==> config.mk <==
export PLATFORM = sky130hd
export DESIGN_NAME = decode_stage
export DESIGN_NICKNAME = d
export VERILOG_FILES = /design/src/rtl/decode_pkg.sv /design/src/rtl/decode_comb.sv /design/src/rtl/decode_stage.sv
export SDC_FILE = /design/constraint.sdc
export NUM_CORES = 1
export LEC_CHECK = 0
export CAP_MARGIN = 40
export CORE_ASPECT_RATIO = 0.7
export CORE_MARGIN = 1
export CORE_UTILIZATION = 56
export DETAILED_ROUTE_END_ITERATION = 7
export PLACE_DENSITY = 0.85
export SYNTH_ARGS = -nofsm -noshare
export SYNTH_HDL_FRONTEND = slang
export SYNTH_SLANG_ARGS = --single-unit
==> constraint.sdc <==
create_clock -name clk -period 2.97 [get_ports clk]
set_input_delay 0.297 -clock clk [delete_from_list [all_inputs] [get_ports clk]]
set_output_delay 0.297 -clock clk [all_outputs]
set_load 0.05 [all_outputs]
==> src/rtl/decode_pkg.sv <==
// Shared decode types: opcodes, format codes, ALU operations and the decoded entry.
// No logic here; purely combinational helpers.
// Used by decode_comb and decode_stage.
package decode_pkg;

    localparam logic [6:0] OPC_LUI    = 7'b0110111;
    localparam logic [6:0] OPC_AUIPC  = 7'b0010111;
    localparam logic [6:0] OPC_JAL    = 7'b1101111;
    localparam logic [6:0] OPC_JALR   = 7'b1100111;
    localparam logic [6:0] OPC_BRANCH = 7'b1100011;
    localparam logic [6:0] OPC_LOAD   = 7'b0000011;
    localparam logic [6:0] OPC_STORE  = 7'b0100011;
    localparam logic [6:0] OPC_OP_IMM = 7'b0010011;
    localparam logic [6:0] OPC_OP     = 7'b0110011;

    // FMT_NONE is zero so an all-zero entry reads as "no format".
    typedef enum logic [2:0] {
        FMT_NONE = 3'd0,
        FMT_R    = 3'd1,
        FMT_I    = 3'd2,
        FMT_S    = 3'd3,
        FMT_B    = 3'd4,
        FMT_U    = 3'd5,
        FMT_J    = 3'd6
    } fmt_t;

    // M-extension codes always exist so downstream units see one stable encoding.
    typedef enum logic [4:0] {
        ALU_ADD    = 5'd0,
        ALU_SUB    = 5'd1,
        ALU_SLL    = 5'd2,
        ALU_SLT    = 5'd3,
        ALU_SLTU   = 5'd4,
        ALU_XOR    = 5'd5,
        ALU_SRL    = 5'd6,
        ALU_SRA    = 5'd7,
        ALU_OR     = 5'd8,
        ALU_AND    = 5'd9,
        ALU_PASSB  = 5'd10,
        ALU_EQ     = 5'd11,
        ALU_NE     = 5'd12,
        ALU_LT     = 5'd13,
        ALU_GE     = 5'd14,
        ALU_LTU    = 5'd15,
        ALU_GEU    = 5'd16,
        ALU_MUL    = 5'd17,
        ALU_MULH   = 5'd18,
        ALU_MULHSU = 5'd19,
        ALU_MULHU  = 5'd20,
        ALU_DIV    = 5'd21,
        ALU_DIVU   = 5'd22,
        ALU_REM    = 5'd23,
        ALU_REMU   = 5'd24
    } alu_op_t;

    // Immediate is kept at 32 bits; the stage sign-extends to XLEN at its output.
    typedef struct packed {
        logic [4:0]  rd;
        logic [4:0]  rs1;
        logic [4:0]  rs2;
        logic [31:0] imm;
        fmt_t        fmt;
        alu_op_t     alu_op;
        logic        reg_write;
        logic        mem_read;
        logic        mem_write;
        logic        branch;
        logic        jump;
        logic        illegal;
    } dec_t;

    // funct3 -> operation for the base register/immediate arithmetic group.
    function automatic alu_op_t base_alu_op(input logic [2:0] f3);
        case (f3)
            3'b000:  return ALU_ADD;
            3'b001:  return ALU_SLL;
            3'b010:  return ALU_SLT;
            3'b011:  return ALU_SLTU;
            3'b100:  return ALU_XOR;
            3'b101:  return ALU_SRL;
            3'b110:  return ALU_OR;
            default: return ALU_AND;
        endcase
    endfunction

    // funct3 -> operation for the multiply/divide group.
    function automatic alu_op_t m_alu_op(input logic [2:0] f3);
        case (f3)
            3'b000:  return ALU_MUL;
            3'b001:  return ALU_MULH;
            3'b010:  return ALU_MULHSU;
            3'b011:  return ALU_MULHU;
            3'b100:  return ALU_DIV;
            3'b101:  return ALU_DIVU;
            3'b110:  return ALU_REM;
            default: return ALU_REMU;
        endcase
    endfunction

endpackage

==> src/rtl/decode_comb.sv <==
// Purely combinational RV32I decode of one instruction word into a dec_t entry.
// Latency 0; no handshake, no backpressure.
// DECODE_RV32M_EN defined: funct7=0000001 OP encodings decode as M ops, else illegal.
module decode_comb
    import decode_pkg::*;
(
    input  logic [31:0] instr_i,
    output dec_t        dec_o
);

    logic [6:0]  opcode;
    logic [6:0]  funct7;
    logic [2:0]  funct3;
    logic [4:0]  rd;
    logic [4:0]  rs1;
    logic [4:0]  rs2;
    logic [31:0] imm_i;
    logic [31:0] imm_s;
    logic [31:0] imm_b;
    logic [31:0] imm_u;
    logic [31:0] imm_j;
    logic        bad;

    assign opcode = instr_i[6:0];
    assign rd     = instr_i[11:7];
    assign funct3 = instr_i[14:12];
    assign rs1    = instr_i[19:15];
    assign rs2    = instr_i[24:20];
    assign funct7 = instr_i[31:25];

    assign imm_i = {{20{instr_i[31]}}, instr_i[31:20]};
    assign imm_s = {{20{instr_i[31]}}, instr_i[31:25], instr_i[11:7]};
    assign imm_b = {{19{instr_i[31]}}, instr_i[31], instr_i[7], instr_i[30:25], instr_i[11:8], 1'b0};
    assign imm_u = {instr_i[31:12], 12'b0};
    assign imm_j = {{11{instr_i[31]}}, instr_i[31], instr_i[19:12], instr_i[20], instr_i[30:21], 1'b0};

    // Per-opcode field selection; any unsupported encoding collapses to a bare illegal entry.
    always_comb begin
        dec_o = '0;
        bad   = 1'b0;
        case (opcode)
            OPC_LUI: begin
                dec_o.fmt = FMT_U; dec_o.rd = rd; dec_o.imm = imm_u;
                dec_o.alu_op = ALU_PASSB; dec_o.reg_write = 1'b1;
            end
            OPC_AUIPC: begin
                dec_o.fmt = FMT_U; dec_o.rd = rd; dec_o.imm = imm_u;
                dec_o.alu_op = ALU_ADD; dec_o.reg_write = 1'b1;
            end
            OPC_JAL: begin
                dec_o.fmt = FMT_J; dec_o.rd = rd; dec_o.imm = imm_j;
                dec_o.alu_op = ALU_ADD; dec_o.reg_write = 1'b1; dec_o.jump = 1'b1;
            end
            OPC_JALR: begin
                dec_o.fmt = FMT_I; dec_o.rd = rd; dec_o.rs1 = rs1; dec_o.imm = imm_i;
                dec_o.alu_op = ALU_ADD; dec_o.reg_write = 1'b1; dec_o.jump = 1'b1;
                bad = (funct3 != 3'b000);
            end
            OPC_BRANCH: begin
                dec_o.fmt = FMT_B; dec_o.rs1 = rs1; dec_o.rs2 = rs2; dec_o.imm = imm_b;
                dec_o.branch = 1'b1;
                case (funct3)
                    3'b000:  dec_o.alu_op = ALU_EQ;
                    3'b001:  dec_o.alu_op = ALU_NE;
                    3'b100:  dec_o.alu_op = ALU_LT;
                    3'b101:  dec_o.alu_op = ALU_GE;
                    3'b110:  dec_o.alu_op = ALU_LTU;
                    3'b111:  dec_o.alu_op = ALU_GEU;
                    default: bad = 1'b1;
                endcase
            end
            OPC_LOAD: begin
                dec_o.fmt = FMT_I; dec_o.rd = rd; dec_o.rs1 = rs1; dec_o.imm = imm_i;
                dec_o.alu_op = ALU_ADD; dec_o.reg_write = 1'b1; dec_o.mem_read = 1'b1;
                case (funct3)
                    3'b000, 3'b001, 3'b010, 3'b100, 3'b101: bad = 1'b0;
                    default:                                bad = 1'b1;
                endcase
            end
            OPC_STORE: begin
                dec_o.fmt = FMT_S; dec_o.rs1 = rs1; dec_o.rs2 = rs2; dec_o.imm = imm_s;
                dec_o.alu_op = ALU_ADD; dec_o.mem_write = 1'b1;
                bad = (funct3 > 3'b010);
            end
            OPC_OP_IMM: begin
                dec_o.fmt = FMT_I; dec_o.rd = rd; dec_o.rs1 = rs1; dec_o.imm = imm_i;
                dec_o.reg_write = 1'b1;
                dec_o.alu_op = base_alu_op(funct3);
                // Shift-immediates carry funct7 in the upper immediate bits.
                if (funct3 == 3'b001) begin
                    bad = (funct7 != 7'b0000000);
                end else if (funct3 == 3'b101) begin
                    if (funct7 == 7'b0100000) begin
                        dec_o.alu_op = ALU_SRA;
                    end else begin
                        bad = (funct7 != 7'b0000000);
                    end
                end
            end
            OPC_OP: begin
                dec_o.fmt = FMT_R; dec_o.rd = rd; dec_o.rs1 = rs1; dec_o.rs2 = rs2;
                dec_o.reg_write = 1'b1;
                case (funct7)
                    7'b0000000: dec_o.alu_op = base_alu_op(funct3);
                    7'b0100000: begin
                        if (funct3 == 3'b000) begin
                            dec_o.alu_op = ALU_SUB;
                        end else if (funct3 == 3'b101) begin
                            dec_o.alu_op = ALU_SRA;
                        end else begin
                            bad = 1'b1;
                        end
                    end
`ifdef DECODE_RV32M_EN
                    7'b0000001: dec_o.alu_op = m_alu_op(funct3);
`else
                    7'b0000001: bad = 1'b1;
`endif
                    default:    bad = 1'b1;
                endcase
            end
            default: bad = 1'b1;
        endcase
        if (bad) begin
            dec_o         = '0;
            dec_o.illegal = 1'b1;
        end
    end

endmodule

==> src/rtl/decode_stage.sv <==
// Registered decode stage: output register plus one skid entry around decode_comb.
// Latency 1 cycle from input transfer to out_valid; 1 instr/cycle sustained.
// in_ready is registered (low only when the skid entry is occupied); DECODE_RV32M_EN enables M decode.
module decode_stage
    import decode_pkg::*;
#(
    parameter int unsigned XLEN         = 32,
    parameter int unsigned ILLEGAL_PASS = 1
) (
    input  logic            clk,
    input  logic            reset,
    input  logic            flush,
    input  logic            in_valid,
    output logic            in_ready,
    input  logic [31:0]     in_instr,
    input  logic [XLEN-1:0] in_pc,
    output logic            out_valid,
    input  logic            out_ready,
    output logic [XLEN-1:0] out_pc,
    output logic [4:0]      out_rd,
    output logic [4:0]      out_rs1,
    output logic [4:0]      out_rs2,
    output logic [XLEN-1:0] out_imm,
    output logic [2:0]      out_fmt,
    output logic [4:0]      out_alu_op,
    output logic            out_reg_write,
    output logic            out_mem_read,
    output logic            out_mem_write,
    output logic            out_branch,
    output logic            out_jump,
    output logic            out_illegal
);

    typedef enum logic [1:0] {
        S_EMPTY = 2'd0,
        S_FULL  = 2'd1,
        S_SKID  = 2'd2
    } state_t;

    state_t          state_q, state_d;
    dec_t            out_q, out_d, skid_q, skid_d;
    logic [XLEN-1:0] out_pc_q, out_pc_d, skid_pc_q, skid_pc_d;
    logic            in_ready_q;
    dec_t            dec;
    logic            in_xfer;
    logic            out_xfer;
    logic            store;

    decode_comb u_decode_comb (
        .instr_i (in_instr),
        .dec_o   (dec)
    );

    assign in_xfer  = in_valid && in_ready_q;
    assign out_xfer = out_valid && out_ready;
    // Dropped illegal instructions still complete the input handshake.
    assign store    = in_xfer && !flush && ((ILLEGAL_PASS != 0) || !dec.illegal);

    // Next-state and storage steering; flush overrides every handshake event.
    always_comb begin
        state_d   = state_q;
        out_d     = out_q;
        out_pc_d  = out_pc_q;
        skid_d    = skid_q;
        skid_pc_d = skid_pc_q;
        if (flush) begin
            state_d = S_EMPTY;
        end else begin
            case (state_q)
                S_EMPTY: begin
                    if (store) begin
                        state_d  = S_FULL;
                        out_d    = dec;
                        out_pc_d = in_pc;
                    end
                end
                S_FULL: begin
                    if (out_xfer) begin
                        if (store) begin
                            out_d    = dec;
                            out_pc_d = in_pc;
                        end else begin
                            state_d = S_EMPTY;
                        end
                    end else if (store) begin
                        state_d   = S_SKID;
                        skid_d    = dec;
                        skid_pc_d = in_pc;
                    end
                end
                S_SKID: begin
                    if (out_xfer) begin
                        state_d  = S_FULL;
                        out_d    = skid_q;
                        out_pc_d = skid_pc_q;
                    end
                end
                default: state_d = S_EMPTY;
            endcase
        end
    end

    // State, storage and registered in_ready; reset dominates everything.
    always_ff @(posedge clk) begin
        if (reset) begin
            state_q    <= S_EMPTY;
            out_q      <= '0;
            out_pc_q   <= '0;
            skid_q     <= '0;
            skid_pc_q  <= '0;
            in_ready_q <= 1'b1;
        end else begin
            state_q    <= state_d;
            out_q      <= out_d;
            out_pc_q   <= out_pc_d;
            skid_q     <= skid_d;
            skid_pc_q  <= skid_pc_d;
            in_ready_q <= (state_d != S_SKID);
        end
    end

    assign in_ready      = in_ready_q;
    assign out_valid     = (state_q != S_EMPTY);
    assign out_pc        = out_pc_q;
    assign out_rd        = out_q.rd;
    assign out_rs1       = out_q.rs1;
    assign out_rs2       = out_q.rs2;
    assign out_imm       = XLEN'($signed(out_q.imm));
    assign out_fmt       = out_q.fmt;
    assign out_alu_op    = out_q.alu_op;
    assign out_reg_write = out_q.reg_write;
    assign out_mem_read  = out_q.mem_read;
    assign out_mem_write = out_q.mem_write;
    assign out_branch    = out_q.branch;
    assign out_jump      = out_q.jump;
    assign out_illegal   = out_q.illegal;

endmodule
==> impl_metrics.ini, run 1 <==
[critical_path]
end_kind = flip-flop
worstSetupStartpointType = primary input
worst-setup-path-type = in -> reg
crit_chain = clkdlybuf4s50_1 > nor4_2 > a311oi_1 > o21ai_2 > buf_4 > nand3_2 > o32ai_1
critPathBufInv = 2
cp.required_ns = 3.30
cp.arrival_ns = 2.84
cpMaxStageDelayCell = nor4_2
crit_fanout = 19
slowest_delay_ns = 0.61
r2r_slack_ns = 0.82
critPathTopFamily = simple AND/OR/NAND/NOR gates

[placement]
placed_cell_area_sq_um = 10300
portBuffers = 163
dp_slack_ns = 0.163
gp_congestion = 1.05
hpwl_um = 17400

[die]
io_pins = 164
dieHeight_um = 104
start_util_pct = 57.2
rows = 37
dieArea_sq_um = 15500
die_w_um = 148
core_sq_um = 14700

[sta]
slew_violations = 0
relSlewSlack_pct = 42.1
rsz0062_at_grt = false
post-route-period-util_pct = 84.6
fin_ws_ns = 0.456
hold_violations = 0
setup-tns-final_ns = 0
max_slew.worst_pin.slew_ns = 0.866
fin_worst_skew_ns = 0.00817
timing.hold.ws_ns = 0.399
max_freq_ghz = 0.398
post-route-min-period_ns = 2.51
setup-violations-final = 0

[clock_tree]
cts.reportedPaths.clkPinSlew_ns = 0.07
ctsHoldBuffers = 0
cts_setup_buffers = 0
clock_path_buffers = 2
cts_resized = 0
cts_tree = built
root_buffer = clkbuf_16
htree_num_levels = 4
cts_buffers = 17
cts_sinks = 189
clk-insertion-delay-late_ns = 0.43

[synthesis]
synthDistinctLibCells = 53
ys_ff_latch = 189
ys.flop_type = dfxtp_1
synth_seq_area_share_pct = 45.1
netlist_area_sq_um = 8390
synth.avg_cell_area_sq_um = 7.97
syn-num-nets = 1122
synth_edf_count = 0
yosysWarnings = 0
async_flop_share_pct = 0
syn_inst = 1053

[route]
wire_per_inst_um = 19.0
vias = 8870
drc_errors = 0
totalWireLength_um = 26400
ant_nets = 0
first_pass_iters = 8
drt-vias-per-instance = 6.39
dr.first_iter.drc_count = 944

[power]
swShare_pct = 28.8
internal-power_w = 0.00401
power_leakage_nw = 3.84
power_frac_seq_pct = 46.7
p_switching_w = 0.00162
powerDensity_nw_per_um2 = 517
combPwrFrac_pct = 14.4
peakVddDrop_v = 0.000412
p_total_w = 0.00563
power_frac_clock_pct = 38.9

[finish]
antenna_cells = 0
final_common_cell = dfxtp_1
layout-drive-gt1-share_pct = 8.21
finalNetCount = 1250
areaGrowthSynthToFinish_pct = 29.7
mostFrequentLayoutCells = 189 x dfxtp_1, 180 x nand2_1, 162 x clkdlybuf4s50_1
final_area_sq_um = 10900

[grt]
antenna_found_initial = 0
grt_overflow = 0
grt_pass1_vias = 8020
grt_max_degree = 70
grt_pass1_wl_um = 42300
grt.total_usage_pct = 34.2

[run_status]
status = finished, final reports clean

[job]
cap_violations = 0

[worst_hold_path]
min_path_type = in -> reg
-- routing by layer --
layer / part of all wire, % / global-route usage [%] / vias to the layer above
met1: 43 / 50.1 / 4104
met4: 2.3 / 11.0 / 0
li1: - / - / 4106
met2: 43 / 49.1 / 593
met3: 11 / 7.94 / 67
met5: 0 / 0 / -
-- registers in the layout, indices dropped and copies added (netlist names), 2 cells and up --
register    cells
skid_q         61
out_imm        32
out_pc         32
skid_pc_q      32
out_alu_op      5
out_rd          5
out_rs1         5
out_rs2         5
out_fmt         3
state_q         2
-- area by class of cell --
type                            count  area (sq um)
Fill cell                        1109          3800
Tap cell                          195           244
Multi-Input combinational cell    753          4210
Inverter                           13          48.8
Clock inverter                     14           131
Clock buffer                       18           439
Timing Repair Buffer              207          2020
Sequential cell                   189          3780
-- Yosys cell counts (all sizes together) (5+ instances only) --
| cell type | n | share of area [%] |
|---|---|---|
| nor2b | 7 | 0.52 |
| buf | 19 | 1.0 |
| and3 | 33 | 2.5 |
| nand4 | 28 | 2.2 |
| and2 | 5 | 0.37 |
| nor4 | 6 | 0.60 |
| o32ai | 36 | 3.8 |
| nand2 | 181 | 8.1 |
| nor3 | 13 | 0.97 |
| a311oi | 36 | 3.8 |
| a21oi | 143 | 8.5 |
| dfxtp | 189 | 45 |
| o41ai | 9 | 0.94 |
| o21ai | 50 | 3.0 |
| nand4b | 5 | 0.60 |
| nand3 | 55 | 3.4 |
| inv | 13 | 0.58 |
| clkbuf | 79 | 3.5 |
| o31ai | 23 | 2.1 |
| nor2 | 57 | 2.6 |
| nand2b | 10 | 0.75 |
| o22ai | 9 | 0.67 |
| a22oi | 6 | 0.54 |
| a211oi | 5 | 0.45 |
-- final timing paths --
kind / start / to / cells after the start
max: in_instr[25] / out_imm[25] / 7
min: reset / skid_pc_q[4] / 2
max reg2reg: state_q[0] / out_fmt[0] / 5
min reg2reg: skid_q[33] / skid_q[33] / 2
-- kinds of logic (layout without fill, tap and decap cells) --
logic type      Yosys count  count (layout)  share of synthesized area, %
compound gates          332             332                          25.2
flops                   189             189                          45.1
simple gates            418             418                          24.2
xor+xnor                  2               2                         0.209
mux                       1               1                         0.119
buf+inv                 111             252                          5.13
-- per-stage QoR --
stage | instances | utilization [%]
2_1_floorplan | 1053 | -
3_3_place_gp | 1357 | 70.2
3_5_place_dp | 1357 | 70.2
4_1_cts | 1389 | 74.1
5_1_grt | 1389 | 74.1
6_report | 1389 | 74.1
-- power by group through the flow --
stage / logic [W] / registers, W / clock network [W]
6_report: 0.000810 / 0.00263 / 0.00219
4_1_cts: 0.000798 / 0.00263 / 0.00221
3_5_place_dp: 0.000793 / 0.00269 / 0
5_1_grt: 0.000853 / 0.00264 / 0.00232
3_3_place_gp: 0.000790 / 0.00269 / 0
2_1_floorplan: 0.000258 / 0.00288 / 0
Power figures use the tool's default switching activity.
==> run 2: changes to the inputs <==
CORE_UTILIZATION = 47   (was 56)
PLACE_DENSITY = 0.76   (was 0.85)
clock period = 2.15 ns   (was 2.97 ns; I/O delays follow)
==> run 2 against run 1 <==
Effect of this change: sequential cell count unchanged; clock-buffer cell count up 1; core utilization down 7.6 points; clock power up 49%; global-route usage down 4.0 points; critical path type is now reg -> out; highest routed layer unchanged.
==> impl_metrics.ini, run 2 (synthesized netlist as in run 1, its figures left out) <==
[sta]
post-route-min-period_ns = 2.07
setup-violations-final = 0
max_slew.worst_pin.slew_ns = 0.836
post-route-period-util_pct = 96.4
fin_worst_skew_ns = 0.00885
max_freq_ghz = 0.482
slew_violations = 0
rsz0062_at_grt = false
hold_violations = 0
relSlewSlack_pct = 43.8

[finish]
layout-drive-gt1-share_pct = 12.2
fillers = 1512
final_area_sq_um = 11500
regMostFlops = skid_q
final_common_cell = dfxtp_1
antenna_cells = 0
areaGrowthSynthToFinish_pct = 37.4
finalNetCount = 1308
multiInputGateArea_sq_um = 4210
largest_reg_flops = 61
final-seq-area_sq_um = 3780
mostFrequentLayoutCells = 188 x dfxtp_1, 180 x nand2_1, 162 x clkdlybuf4s50_1

[route]
dr.first_iter.drc_count = 945
drt-vias-per-instance = 5.99
vias = 8860
wire_per_inst_um = 18.7
totalWireLength_um = 27700
ant_nets = 0
drc_errors = 0
first_pass_iters = 5

[die]
die_w_um = 162
start_util_pct = 48.4
dieArea_sq_um = 18400
core_sq_um = 17300
dieHeight_um = 114
io_pins = 164
rows = 40

[critical_path]
worstSetupStartpointType = flip-flop
slowest_delay_ns = 0.79
cp.required_ns = 1.93
reg2reg_depth = 5
crit_chain = or2_2 > clkdlybuf4s50_1
end_kind = primary output
worst-setup-path-type = reg -> out
crit_fanout = 7
cpMaxStageDelayCell = clkdlybuf4s50_1
cp.arrival_ns = 1.86

[worst_hold_path]
holdPathStages = 2
min_path_type = in -> reg

[power]
power_leakage_nw = 4.19
powerDensity_nw_per_um2 = 703
p_total_w = 0.00810
peakVddDrop_v = 0.000528

[clock_tree]
cts_tree = built
cts_buffers = 17
clk-insertion-delay-late_ns = 0.43
cts_sinks = 189
ctsHoldBuffers = 0
root_buffer = clkbuf_16
cts_setup_buffers = 0
cts_resized = 0
htree_num_levels = 4
cts.reportedPaths.clkPinSlew_ns = 0.06
clock_path_buffers = 2

[grt]
grt_pass1_vias = 8106
grt_max_degree = 103
antenna_found_initial = 0
grt.total_usage_pct = 30.2
grt_overflow = 0
grt_pass1_wl_um = 43800

[run_status]
status = finished, final reports clean

[job]
cap_violations = 0

[placement]
placed_cell_area_sq_um = 10900
gp_congestion = 0.937
hpwl_um = 18900
portBuffers = 163
run 2: stage by stage:
stage | cells | util [%] | worst slack, ns | setup TNS, ns | hold slack (ns)
3_5_place_dp | 1451 | 63.1 | -0.219 | -10.63 | 0.431
4_1_cts | 1480 | 66.6 | 0.0782 | 0 | 0.143
5_1_grt | 1480 | 66.6 | 0.0202 | 0 | 0.146
6_report | 1480 | 66.6 | 0.0771 | 0 | 0.162
3_3_place_gp | 1451 | 63.1 | -0.267 | -6.87 | 0.424
2_1_floorplan | 1053 | - | 0.0829 | 0 | 0.294
run 2: report_power, final:
part / switching, W / internal (W)
combinational: 0.000741 / 0.000453
sequential: 0.0000540 / 0.00359
clock: 0.00132 / 0.00194
run 2: worst paths after layout:
check,start,end,slack [ns]
setup / recovery,state_q[0],out_valid,0.08
setup reg to reg,state_q[0],out_imm[9],0.18
hold / removal,reset,out_rs2[1],0.16
hold reg to reg,skid_q[40],skid_q[40],0.45
run 2: layout make-up:
cell class                 count  share of cell area [%]
tap                          231                    2.51
multi-input combinational    753                    36.5
timing repair buffer         265                    22.5
clock buffer                  19                    3.76
sequential                   189                    32.8
inverter                      13                   0.423
clock inverter                10                    1.43
run 2: worst max-delay path, delay by kind of cell, from the launching register on:
family	cells	cell delay, ns
AND/OR/NAND/NOR	1	0.16
buffers and inverters	1	0.79
flip-flops	1	0.48
run 2: metal layers:
metal	wire length, um	global-route usage [%]	vias up
met5	0	0	-
met4	249	7.23	0
met3	2860	8.40	22
li1	-	-	4219
met2	11800	43.3	453
met1	12800	44.5	4166
